===== config.mk =====
export PLATFORM = sky130hd
export DESIGN_NAME = multi_cycle_ctrl_flat
export DESIGN_NICKNAME = d
export VERILOG_FILES = /design/src/rtl/multi_cycle_ctrl_pkg.sv /design/src/rtl/multi_cycle_ctrl_if.sv /design/src/rtl/multi_cycle_ctrl_alu_ctr_decode.sv /design/src/rtl/multi_cycle_ctrl.sv /design/src/flat_wrapper.sv
export SDC_FILE = /design/constraint.sdc
export NUM_CORES = 1
export LEC_CHECK = 0
export CAP_MARGIN = 20
export CORE_MARGIN = 2
export CORE_UTILIZATION = 37
export CTS_CLUSTER_DIAMETER = 150
export DETAILED_ROUTE_END_ITERATION = 7
export GPL_ROUTABILITY_DRIVEN = 0
export PLACE_DENSITY = 0.79
export SYNTH_ARGS = -nofsm -noshare
export SYNTH_HDL_FRONTEND = slang
export SYNTH_SLANG_ARGS = --single-unit

===== constraint.sdc =====
create_clock -name Clk -period 1.8 [get_ports Clk]
set_clock_uncertainty 0.15 [all_clocks]
set_input_delay 0.36 -clock Clk [delete_from_list [all_inputs] [get_ports Clk]]
set_output_delay 0.36 -clock Clk [all_outputs]
set_load 0.02 [all_outputs]

===== src/rtl/multi_cycle_ctrl_pkg.sv =====
// Shared encodings for the multi-cycle MIPS controller, ALU and datapath:
// opcodes, R-type function codes, ALU control words, mux selects and states.
package mips_ctrl_pkg;

    localparam logic [5:0] OP_RTYPE = 6'b000000;
    localparam logic [5:0] OP_LW    = 6'b100011;
    localparam logic [5:0] OP_SW    = 6'b101011;
    localparam logic [5:0] OP_BEQ   = 6'b000100;
    localparam logic [5:0] OP_J     = 6'b000010;
    localparam logic [5:0] OP_ADDI  = 6'b001000;
    localparam logic [5:0] OP_ANDI  = 6'b001100;
    localparam logic [5:0] OP_ORI   = 6'b001101;

    localparam logic [5:0] FN_ADD = 6'b100000;
    localparam logic [5:0] FN_SUB = 6'b100010;
    localparam logic [5:0] FN_AND = 6'b100100;
    localparam logic [5:0] FN_OR  = 6'b100101;
    localparam logic [5:0] FN_SLT = 6'b101010;

    localparam logic [3:0] ALU_ADD = 4'b0010;
    localparam logic [3:0] ALU_SUB = 4'b0110;
    localparam logic [3:0] ALU_AND = 4'b0000;
    localparam logic [3:0] ALU_OR  = 4'b0001;
    localparam logic [3:0] ALU_SLT = 4'b0111;

    localparam logic [1:0] SRCB_REG     = 2'd0;
    localparam logic [1:0] SRCB_FOUR    = 2'd1;
    localparam logic [1:0] SRCB_IMM     = 2'd2;
    localparam logic [1:0] SRCB_IMM_SH2 = 2'd3;

    localparam logic [1:0] PCSRC_ALU    = 2'd0;
    localparam logic [1:0] PCSRC_ALUOUT = 2'd1;
    localparam logic [1:0] PCSRC_JUMP   = 2'd2;

    typedef enum logic [3:0] {
        S_FETCH   = 4'd0,
        S_DECODE  = 4'd1,
        S_MEMADDR = 4'd2,
        S_MEMRD   = 4'd3,
        S_MEMWB   = 4'd4,
        S_MEMWR   = 4'd5,
        S_EXR     = 4'd6,
        S_WBR     = 4'd7,
        S_EXI     = 4'd8,
        S_WBI     = 4'd9,
        S_BRANCH  = 4'd10,
        S_JUMP    = 4'd11
    } state_t;

endpackage


===== src/rtl/multi_cycle_ctrl_if.sv =====
// Controller <-> datapath bundle: instruction fields and status in,
// enables, strobes and mux selects out. master is the controller side.
interface multi_cycle_ctrl_if;
    import mips_ctrl_pkg::*;

    logic [5:0] OpCode;
    logic [5:0] Funct;
    logic       Zero;
    logic       MemReady;
    logic       PCWrite;
    logic       IorD;
    logic       MemRead;
    logic       MemWrite;
    logic       IRWrite;
    logic       RegDst;
    logic       MemtoReg;
    logic       RegWrite;
    logic       ALUSrcA;
    logic [1:0] ALUSrcB;
    logic       ExtOp;
    logic [3:0] ALUCtr;
    logic [1:0] PCSource;
    logic       Illegal;
    logic [3:0] State;

    modport master (
        input  OpCode, Funct, Zero, MemReady,
        output PCWrite, IorD, MemRead, MemWrite, IRWrite, RegDst, MemtoReg,
               RegWrite, ALUSrcA, ALUSrcB, ExtOp, ALUCtr, PCSource, Illegal, State
    );

    modport slave (
        output OpCode, Funct, Zero, MemReady,
        input  PCWrite, IorD, MemRead, MemWrite, IRWrite, RegDst, MemtoReg,
               RegWrite, ALUSrcA, ALUSrcB, ExtOp, ALUCtr, PCSource, Illegal, State
    );

endinterface


===== src/rtl/multi_cycle_ctrl_alu_ctr_decode.sv =====
// R-type function field to ALU control word, plus a flag telling whether
// the function code is one the datapath supports.
module alu_ctr_decode
    import mips_ctrl_pkg::*;
(
    input  logic [5:0] funct,
    output logic [3:0] alu_ctr,
    output logic       funct_ok
);

    // Pure lookup; unsupported codes fall back to add and clear funct_ok.
    always_comb begin
        alu_ctr  = ALU_ADD;
        funct_ok = 1'b1;
        case (funct)
            FN_ADD:  alu_ctr = ALU_ADD;
            FN_SUB:  alu_ctr = ALU_SUB;
            FN_AND:  alu_ctr = ALU_AND;
            FN_OR:   alu_ctr = ALU_OR;
            FN_SLT:  alu_ctr = ALU_SLT;
            default: funct_ok = 1'b0;
        endcase
    end

endmodule


===== src/rtl/multi_cycle_ctrl.sv =====
// Multi-cycle MIPS control FSM: one instruction phase per state, Moore
// output decode (PCWrite in BRANCH follows Zero, IRWrite/PCWrite in FETCH
// follow MemReady), strobes forced low while Reset is high.
//
// state   | meaning
// FETCH   | read instruction at PC, PC+4 -> PC when memory completes
// DECODE  | classify opcode, branch target -> ALUOut
// MEMADDR | base + sign-extended offset
// MEMRD   | load data read, held until MemReady
// MEMWB   | MDR -> rt
// MEMWR   | store data write, held until MemReady
// EXR     | R-type ALU operation
// WBR     | ALUOut -> rd
// EXI     | immediate ALU operation
// WBI     | ALUOut -> rt
// BRANCH  | beq compare, PC <- ALUOut when Zero
// JUMP    | PC <- jump target
module multi_cycle_ctrl
    import mips_ctrl_pkg::*;
(
    input  logic               Clk,
    input  logic               Reset,
    multi_cycle_ctrl_if.master bus
);

    state_t     state_q;
    state_t     state_d;
    logic       illegal;
    logic [3:0] r_alu_ctr;
    logic       funct_ok;

    logic       pc_write, iord, mem_read, mem_write, ir_write;
    logic       reg_dst, mem_to_reg, reg_write, alu_src_a, ext_op;
    logic [1:0] alu_src_b, pc_source;
    logic [3:0] alu_ctr;

    alu_ctr_decode u_alu_ctr_decode (
        .funct    (bus.Funct),
        .alu_ctr  (r_alu_ctr),
        .funct_ok (funct_ok)
    );

    // State register; reset abandons any instruction in flight.
    always_ff @(posedge Clk or posedge Reset) begin
        if (Reset) state_q <= S_FETCH;
        else       state_q <= state_d;
    end

    // Next-state selection and illegal-instruction detection in DECODE.
    always_comb begin
        state_d = state_q;
        illegal = 1'b0;
        case (state_q)
            S_FETCH:   if (bus.MemReady) state_d = S_DECODE;
            S_DECODE: begin
                case (bus.OpCode)
                    OP_RTYPE: begin
                        if (funct_ok) state_d = S_EXR;
                        else begin
                            state_d = S_FETCH;
                            illegal = 1'b1;
                        end
                    end
                    OP_LW, OP_SW:               state_d = S_MEMADDR;
                    OP_BEQ:                     state_d = S_BRANCH;
                    OP_J:                       state_d = S_JUMP;
                    OP_ADDI, OP_ANDI, OP_ORI:   state_d = S_EXI;
                    default: begin
                        state_d = S_FETCH;
                        illegal = 1'b1;
                    end
                endcase
            end
            S_MEMADDR: state_d = (bus.OpCode == OP_SW) ? S_MEMWR : S_MEMRD;
            S_MEMRD:   if (bus.MemReady) state_d = S_MEMWB;
            S_MEMWB:   state_d = S_FETCH;
            S_MEMWR:   if (bus.MemReady) state_d = S_FETCH;
            S_EXR:     state_d = S_WBR;
            S_WBR:     state_d = S_FETCH;
            S_EXI:     state_d = S_WBI;
            S_WBI:     state_d = S_FETCH;
            S_BRANCH:  state_d = S_FETCH;
            S_JUMP:    state_d = S_FETCH;
            default:   state_d = S_FETCH;
        endcase
    end

    // Per-state control word; anything not set for a state stays 0.
    always_comb begin
        pc_write   = 1'b0;
        iord       = 1'b0;
        mem_read   = 1'b0;
        mem_write  = 1'b0;
        ir_write   = 1'b0;
        reg_dst    = 1'b0;
        mem_to_reg = 1'b0;
        reg_write  = 1'b0;
        alu_src_a  = 1'b0;
        alu_src_b  = SRCB_REG;
        ext_op     = 1'b0;
        alu_ctr    = ALU_AND;
        pc_source  = PCSRC_ALU;
        case (state_q)
            S_FETCH: begin
                mem_read  = 1'b1;
                alu_src_b = SRCB_FOUR;
                alu_ctr   = ALU_ADD;
                pc_source = PCSRC_ALU;
                ir_write  = bus.MemReady;
                pc_write  = bus.MemReady;
            end
            S_DECODE: begin
                alu_src_b = SRCB_IMM_SH2;
                ext_op    = 1'b1;
                alu_ctr   = ALU_ADD;
            end
            S_MEMADDR: begin
                alu_src_a = 1'b1;
                alu_src_b = SRCB_IMM;
                ext_op    = 1'b1;
                alu_ctr   = ALU_ADD;
            end
            S_MEMRD: begin
                iord     = 1'b1;
                mem_read = 1'b1;
            end
            S_MEMWB: begin
                mem_to_reg = 1'b1;
                reg_write  = 1'b1;
            end
            S_MEMWR: begin
                iord      = 1'b1;
                mem_write = 1'b1;
            end
            S_EXR: begin
                alu_src_a = 1'b1;
                alu_src_b = SRCB_REG;
                alu_ctr   = r_alu_ctr;
            end
            S_WBR: begin
                reg_dst   = 1'b1;
                reg_write = 1'b1;
            end
            S_EXI: begin
                alu_src_a = 1'b1;
                alu_src_b = SRCB_IMM;
                case (bus.OpCode)
                    OP_ANDI: alu_ctr = ALU_AND;
                    OP_ORI:  alu_ctr = ALU_OR;
                    default: begin
                        ext_op  = 1'b1;
                        alu_ctr = ALU_ADD;
                    end
                endcase
            end
            S_WBI:     reg_write = 1'b1;
            S_BRANCH: begin
                alu_src_a = 1'b1;
                alu_src_b = SRCB_REG;
                alu_ctr   = ALU_SUB;
                pc_source = PCSRC_ALUOUT;
                pc_write  = bus.Zero;
            end
            S_JUMP: begin
                pc_source = PCSRC_JUMP;
                pc_write  = 1'b1;
            end
            default: ;
        endcase
    end

    assign bus.PCWrite  = pc_write  & ~Reset;
    assign bus.MemRead  = mem_read  & ~Reset;
    assign bus.MemWrite = mem_write & ~Reset;
    assign bus.IRWrite  = ir_write  & ~Reset;
    assign bus.RegWrite = reg_write & ~Reset;
    assign bus.Illegal  = illegal   & ~Reset;
    assign bus.IorD     = iord;
    assign bus.RegDst   = reg_dst;
    assign bus.MemtoReg = mem_to_reg;
    assign bus.ALUSrcA  = alu_src_a;
    assign bus.ALUSrcB  = alu_src_b;
    assign bus.ExtOp    = ext_op;
    assign bus.ALUCtr   = alu_ctr;
    assign bus.PCSource = pc_source;
    assign bus.State    = state_q;

endmodule

===== src/flat_wrapper.sv =====
// flat-port wrapper written by rule: the top's interface ports become plain ports
module multi_cycle_ctrl_flat import mips_ctrl_pkg::*;
  (Clk, Reset, bus_OpCode, bus_Funct, bus_Zero, bus_MemReady, bus_PCWrite, bus_IorD, bus_MemRead, bus_MemWrite, bus_IRWrite, bus_RegDst, bus_MemtoReg, bus_RegWrite, bus_ALUSrcA, bus_ALUSrcB, bus_ExtOp, bus_ALUCtr, bus_PCSource, bus_Illegal, bus_State);
  multi_cycle_ctrl_if bus_i ();
  input  logic Clk;
  input  logic Reset;
  input wire logic [$bits(bus_i.OpCode)-1:0] bus_OpCode;
  input wire logic [$bits(bus_i.Funct)-1:0] bus_Funct;
  input wire logic [$bits(bus_i.Zero)-1:0] bus_Zero;
  input wire logic [$bits(bus_i.MemReady)-1:0] bus_MemReady;
  output wire logic [$bits(bus_i.PCWrite)-1:0] bus_PCWrite;
  output wire logic [$bits(bus_i.IorD)-1:0] bus_IorD;
  output wire logic [$bits(bus_i.MemRead)-1:0] bus_MemRead;
  output wire logic [$bits(bus_i.MemWrite)-1:0] bus_MemWrite;
  output wire logic [$bits(bus_i.IRWrite)-1:0] bus_IRWrite;
  output wire logic [$bits(bus_i.RegDst)-1:0] bus_RegDst;
  output wire logic [$bits(bus_i.MemtoReg)-1:0] bus_MemtoReg;
  output wire logic [$bits(bus_i.RegWrite)-1:0] bus_RegWrite;
  output wire logic [$bits(bus_i.ALUSrcA)-1:0] bus_ALUSrcA;
  output wire logic [$bits(bus_i.ALUSrcB)-1:0] bus_ALUSrcB;
  output wire logic [$bits(bus_i.ExtOp)-1:0] bus_ExtOp;
  output wire logic [$bits(bus_i.ALUCtr)-1:0] bus_ALUCtr;
  output wire logic [$bits(bus_i.PCSource)-1:0] bus_PCSource;
  output wire logic [$bits(bus_i.Illegal)-1:0] bus_Illegal;
  output wire logic [$bits(bus_i.State)-1:0] bus_State;
  assign bus_i.OpCode = bus_OpCode;
  assign bus_i.Funct = bus_Funct;
  assign bus_i.Zero = bus_Zero;
  assign bus_i.MemReady = bus_MemReady;
  assign bus_PCWrite = bus_i.PCWrite;
  assign bus_IorD = bus_i.IorD;
  assign bus_MemRead = bus_i.MemRead;
  assign bus_MemWrite = bus_i.MemWrite;
  assign bus_IRWrite = bus_i.IRWrite;
  assign bus_RegDst = bus_i.RegDst;
  assign bus_MemtoReg = bus_i.MemtoReg;
  assign bus_RegWrite = bus_i.RegWrite;
  assign bus_ALUSrcA = bus_i.ALUSrcA;
  assign bus_ALUSrcB = bus_i.ALUSrcB;
  assign bus_ExtOp = bus_i.ExtOp;
  assign bus_ALUCtr = bus_i.ALUCtr;
  assign bus_PCSource = bus_i.PCSource;
  assign bus_Illegal = bus_i.Illegal;
  assign bus_State = bus_i.State;
  multi_cycle_ctrl u_core (.Clk(Clk), .Reset(Reset), .bus(bus_i));
endmodule

==> results.cfg, run 1 <==
[synthesis]
yosysUniqueCellTypes = 40
synth_flop_cell = dfrtp_1
ys_seq_elements = 4
yosys_warnings = 0
synth-seq-area-share_pct = 14.81
synth.most_common_cell = nor2_1
netlist_area_um2 = 675.6
synth_edf_count = 0
yosys-top-cells-area = dfrtp_1 15%, nor2_1 9.4%, nor3_1 7.4%
synth_cells = 107
ys_async_sr_fraction_pct = 100.0
synth_top_area_cell = dfrtp_1
synth_top_area_share_pct = 14.81
synth_common_cells = 17 x nor2_1, 10 x nor3_1, 9 x nand2_1
synth.avg_cell_area_um2 = 6.314
syn_nets = 123

[clock_network]
clkSinkCount = 4
h-tree-depth = 1
cts_buffers = 3
root_buffer = clkbuf_4
cts_max_path_buffers = 2
postCtsHoldBufs = 0

[outcome]
status = did not finish
haltStage = 5_1_grt
stop_error = [ERROR DPL-0038] Utilization greater than 100%, impossible to legalize

[place]
dp_slack_ns = -0.9294
dp_cells = 199
portBuffers = 37
post-dp-hpwl_mm = 2.167

[floorplanning]
boundaryPins = 39
rows = 15
initial_core_util_pct = 39.13
die_w_um = 46.73
chipHeight_um = 46.73

[sta]
worst-ep-kind = primary output
postGrtWorstEndpoint = bus_Illegal

[global_route]
grt_max_degree = 9
==> repair_timing <==
| action | 4_1_cts |
|---|---|
| cloned | 0 |
| setup buffers | 5 |
| pin swaps | 25 |
| endpoints found under the setup margin | 24 |
| resized for setup | 184 |
==> metrics by stage <==
stage / utilization (%) / TNS (ns) / cell area, µm² / hold WS (ns)
global placement: 78.70 / -9.191 / 1359 / 0.6330
detailed placement: 78.70 / -9.629 / 1359 / 0.6311
CTS: 91.59 / -0.9213 / 1582 / 0.2808
floorplan: - / -0.1376 / 723.2 / -0.01873
==> cell families after synthesis <==
group / synth area share (%)
AOI/OAI and AO/OA: 25.00
buffers and inverters: 7.221
muxes: 1.482
xor gates and xnor gates: 1.297
and+or+nand+nor: 49.63
DFF: 14.82
other: 0.5550
==> run 2, diff against run 1 <==
- CORE_AREA: unset -> 2 2 63 65
- CORE_MARGIN: 2 -> unset
- CORE_UTILIZATION: 37 -> unset
- CTS_CLUSTER_DIAMETER: 150 -> unset
- DIE_AREA: unset -> 0 0 65 67
- PLACE_DENSITY: 0.79 -> unset
- PLACE_DENSITY_LB_ADDON: unset -> 0.15
==> run 2 against run 1 <==
  * The flow now finishes, with violations (negative setup slack)
  * Synthesized cell count stayed put
  * Synthesized area stayed put
==> results.cfg, run 2 <==
[drt]
wl_per_cell_um = 12.68
finalWirelength_mm = 3.093
vias_per_cell = 4.590
vias = 1120
drc = 0
drtAntennaViolNets = 0
drt_pre_antenna_iters = 4
drt-initial-drc-count = 41

[finish]
seqCellArea_um2 = 105.1
n_fill_cell = 381
drive_gt1_share_pct = 67.35
layout_common_cells = 48 x buf_4, 20 x buf_6, 11 x dlygate4sd2_1
multi_input_area_um2 = 787.0
area_growth_syn_to_layout_pct = 167.2
largest_reg_flops = 4
fin_cells = 244
num-nets-final = 213
n_antenna_cell = 0
fin_area_um2 = 1805
final_common_cell = buf_4

[critical_path]
startpoint_type = register
rr_worst_depth = 7
cp_max_fo = 6
worstPathArrival_ns = 1.44
ff2ff_setup_slack_ns = -0.07
path_class = reg2out
required_ns = 1.29
crit_path_end_kind = primary output
rr_startpoint = u_core.bus.State[0]
rr_endpoint = u_core.bus.State[0]

[synthesis]
yosys_warnings = 0
synth_edf_count = 0
synth_flop_cell = dfrtp_1
synth_top_area_cell = dfrtp_1
ys_seq_elements = 4
syn_nets = 123
synth-seq-area-share_pct = 14.81
synth.most_common_cell = nor2_1
synth_top_area_share_pct = 14.81
yosysUniqueCellTypes = 40
netlist_area_um2 = 675.6
synth_cells = 107
synth.avg_cell_area_um2 = 6.314
synth_common_cells = 17 x nor2_1, 10 x nor3_1, 9 x nand2_1
yosys-top-cells-area = dfrtp_1 15%, nor2_1 9.4%, nor3_1 7.4%
ys_async_sr_fraction_pct = 100.0

[floorplanning]
core_area_um2 = 3606
rows = 22
initial_core_util_pct = 18.74
die_area_um2 = 4355
chipHeight_um = 67
die_w_um = 65
boundaryPins = 39

[sta]
rsz0062_at_grt = yes
finalHoldViolCount = 0
setup_violations = 15
slew_viol_final = 0
min_period_over_period_pct = 108.6
fin_crit_ns = 1.955
fmax_ghz = 0.5116
fin_ws_ns = -0.1547

[outcome]
status = finished, violations left
violations = negative setup slack

[place]
dp_cells = 224
dp_slack_ns = -0.9739
placed_area_um2 = 1415
post-dp-hpwl_mm = 2.282
portBuffers = 37

[global_route]
grt_max_degree = 8
grt_pass1_vias = 1070
grt.total_usage_pct = 14.20
antenna_found_initial = 0
grt_pass1_wl_mm = 4.878
grt_overflow = 0

[clock_network]
cts_max_path_buffers = 2
h-tree-depth = 1
root_buffer = clkbuf_8
clk_pin_slew_ns = 0.03
clkSinkCount = 4
cts_buffers = 3
clk_latency_ns = 0.22
cts_tree = built

[power_and_ir_drop]
vdd_ir_drop_max_mv = 0.4684
power.density_nw_per_um2 = 972.5
power_leakage_uw = 0.0008058

[worst_hold_path]
hold_path_class = in2async

[job]
cap_violations = 0
==> run 2: per-layer routing <==
metal	share of wire (%)	up-vias	track usage (%)
met2	55	30	27.32
met5	0	-	0
met4	0	0	1.330
met3	5.5	0	2.872
met1	39	528	16.62
li1	-	562	-
==> run 2: critical path, stage by stage, from the launching register on <==
cell,delay (ns)
dfrtp_2,0.44
buf_12,0.13
nand2b_4,0.07
buf_12,0.13
nor4b_4,0.26
buf_4,0.18
==> run 2: logic make-up after synthesis <==
| kind of cell | Yosys count | synth area share, % |
|---|---|---|
| simple gates | 63 | 49.63 |
| compound gates | 27 | 25.00 |
| buf+inv | 10 | 7.221 |
| flops | 4 | 14.82 |
| xor+xnor | 1 | 1.297 |
| mux | 1 | 1.482 |
| other cells | 1 | 0.5550 |
==> run 2: through the flow <==
step | hold slack [ns] | util (%) | total power [µW] | setup TNS, ns
after floorplan | -0.01873 | - | 658.5 | -0.1376
after global placement | 0.5756 | 39.24 | 1187 | -9.774
after detailed placement | 0.5648 | 39.24 | 1198 | -9.879
after CTS | 0.2739 | 43.37 | 1493 | -1.215
after global routing | 0.3241 | 50.07 | 1885 | -2.394
final | 0.3041 | 50.07 | 1756 | -1.182
==> run 2: how the worst max path moves through the flow <==
stage / start / end / slack (ns) / cells past startpoint
CTS: bus_Funct[1] / bus_Illegal / -0.16 / 6
detailed placement: bus_OpCode[3] / bus_Illegal / -0.97 / 7
global placement: bus_OpCode[3] / bus_Illegal / -0.94 / 7
finish: u_core.bus.State[0] / bus_Illegal / -0.15 / 5
floorplan: u_core.bus.State[2] / bus_Illegal / -0.08 / 3
global route: u_core.bus.State[0] / bus_Illegal / -0.23 / 5
==> run 2: power by group <==
part	total [µW]	switching, µW	internal [µW]
registers	169	52.2	116
logic	1390	631	755
clock network	202	50.4	152
==> run 2: layout make-up <==
class	instances	area share (%)
Clock buffer	4	2.495
Inverter	4	0.8316
Multi-Input combinational cell	93	43.59
Sequential cell	4	5.821
Tap cell	48	3.326
Timing Repair Buffer	91	43.94
==> run 2: timing repair <==
action                     4_1_cts  5_1_grt
resized for setup              158       41
setup endpoints to repair       24       21
hold buffers                     0        0
gates cloned                     1        0
pin swaps                       20       11
buffers inserted                 3       12
No activity file was read; power rests on OpenSTA's default activity.
==> run 3, diff against run 2 <==
- CTS_CLUSTER_DIAMETER: unset -> 200
==> results of run 3 <==
Same layout as run 2: the final DEF is identical, and so are final timing and power.
==> run 4, diff against run 3 <==
- CELL_PAD_IN_SITES_DETAIL_PLACEMENT: unset -> 0
- CELL_PAD_IN_SITES_GLOBAL_PLACEMENT: unset -> 1
- CORE_AREA: 2 2 63 65 -> 4 4 65 67
- DIE_AREA: 0 0 65 67 -> 0 0 69 71
==> run 4 against run 3 <==
  * Global-route usage shrank 2.0 points
  * The flow still finishes with violations (negative setup slack)
  * Power decreased by 13%
  * Count of clock-buffer cells in the layout unchanged
  * Largest power group unchanged
==> results.cfg, run 4 (synthesis results as in run 2) <==
[critical_path]
worstPathArrival_ns = 1.42
ff2ff_setup_slack_ns = 0.06
critPathSlowestCell = dfrtp_2
path_cells = buf_6 > buf_4 > o32ai_2 > buf_4
crit_path_end_kind = primary output
rr_worst_depth = 5
path_class = reg2out
startpoint_type = register
crit_top_cell = buf_4
rr_startpoint = u_core.bus.State[1]
required_ns = 1.29
rr_endpoint = u_core.bus.State[0]
cp_max_fo = 7
slowest_delay_ns = 0.46

[drt]
drtAntennaViolNets = 0
finalWirelength_mm = 2.965
wl_per_cell_um = 12.56
vias_per_cell = 4.547
drt-initial-drc-count = 28
drt_pre_antenna_iters = 4
vias = 1073
drc = 0

[global_route]
grt.total_usage_pct = 12.16
grt_max_degree = 11
grt_overflow = 0
grt_pass1_wl_mm = 4.968
grt_pass1_vias = 1128
antenna_found_initial = 0

[outcome]
violations = negative setup slack
status = finished, violations left

[sta]
min_period_over_period_pct = 107.0
setup_violations = 15
fin_ws_ns = -0.1263
finalSetupTns_ns = -0.9849
finalHoldViolCount = 0
fmax_ghz = 0.5191
slew_viol_final = 0
fin_crit_ns = 1.926
rsz0062_at_grt = yes

[job]
cap_violations = 0

[worst_hold_path]
hold_path_class = in2async

[clock_network]
clkSinkCount = 4
root_buffer = clkbuf_8
clk_pin_slew_ns = 0.03
h-tree-depth = 1
postCtsHoldBufs = 0
cts_max_path_buffers = 2
cts_buffers = 3
clk_latency_ns = 0.22
cts_tree = built

[finish]
num-nets-final = 205
area_growth_syn_to_layout_pct = 146.7
fin_util_pct = 45.87
drive_gt1_share_pct = 64.89
n_antenna_cell = 0
final_common_cell = buf_4
fin_cells = 236
layout_common_cells = 49 x buf_4, 16 x buf_6, 10 x nor2_1
largest_reg_flops = 4

[place]
post-dp-hpwl_mm = 2.408
portBuffers = 37
dp_cells = 224

[power_and_ir_drop]
vdd_ir_drop_max_mv = 0.6165
power.density_nw_per_um2 = 921.1
power_leakage_uw = 0.0007558

[floorplanning]
chipHeight_um = 71
boundaryPins = 39
die_area_um2 = 4899
core_area_um2 = 3633
initial_core_util_pct = 18.60
die_w_um = 69
rows = 22
run 4: changes by cell type in the layout (fill, tap and decap cells not counted), moves of 2 or more:
cell           before  now
dlygate4sd2_1      11    8
o21ai_1             2    4
nand2_2             2    4
nand2_1             6    4
buf_12              2    0
nor3_4              5    3
buf_6              20   16
run 4: report_power, final:
group,internal (µW),switching (µW)
Combinational,595,559
Clock,152,52.9
Sequential,116,59.7
Total,863,672
run 4: stage by stage:
stage	power [µW]	worst slack (ns)	hold slack [ns]	cell area (µm²)
floorplan	658.5	-0.07595	-0.01873	723.2
global placement	1164	-0.9497	0.5535	1403
detailed placement	1171	-0.9887	0.5494	1403
CTS	1437	-0.1412	0.2792	1554
global route	1640	-0.1927	0.3115	1667
finish	1535	-0.1263	0.2792	1667
run 4: area by class of cell:
type | count | area, µm²
inverter | 4 | 15.01
timing repair buffer | 83 | 698.2
multi-input combinational | 93 | 744.5
sequential | 4 | 103.9
fill | 397 | 1967
tap | 48 | 60.06
clock buffer | 4 | 45.04
run 4: routing by layer:
layer	wire length, µm	track usage [%]	vias to the layer above
li1	-	-	546
met1	1248	13.96	497
met2	1585	22.14	26
met3	107	2.131	4
met4	23	4.989	0
met5	0	0	-
run 4: worst max path at each step:
stage,from,end,slack [ns],depth (start not counted)
2_1_floorplan,u_core.bus.State[2],bus_Illegal,-0.08,3
3_3_place_gp,bus_OpCode[3],bus_Illegal,-0.95,7
3_5_place_dp,bus_OpCode[0],bus_Illegal,-0.99,7
4_1_cts,u_core.bus.State[2],bus_RegWrite,-0.14,6
5_1_grt,u_core.bus.State[3],bus_RegWrite,-0.19,5
6_report,u_core.bus.State[0],bus_ALUCtr[1],-0.13,4
run 4: what timing repair did:
item	CTS	global route
buffers inserted	5	3
pin swaps	18	13
cloned	0	0
gates resized for setup	169	27
endpoints found under the setup margin	23	19
run 4: critical path, delay by kind of cell (launching register included):
kind,cells,cell delay [ns]
compound gates,1,0.26
flops,1,0.46
buf+inv,3,0.48
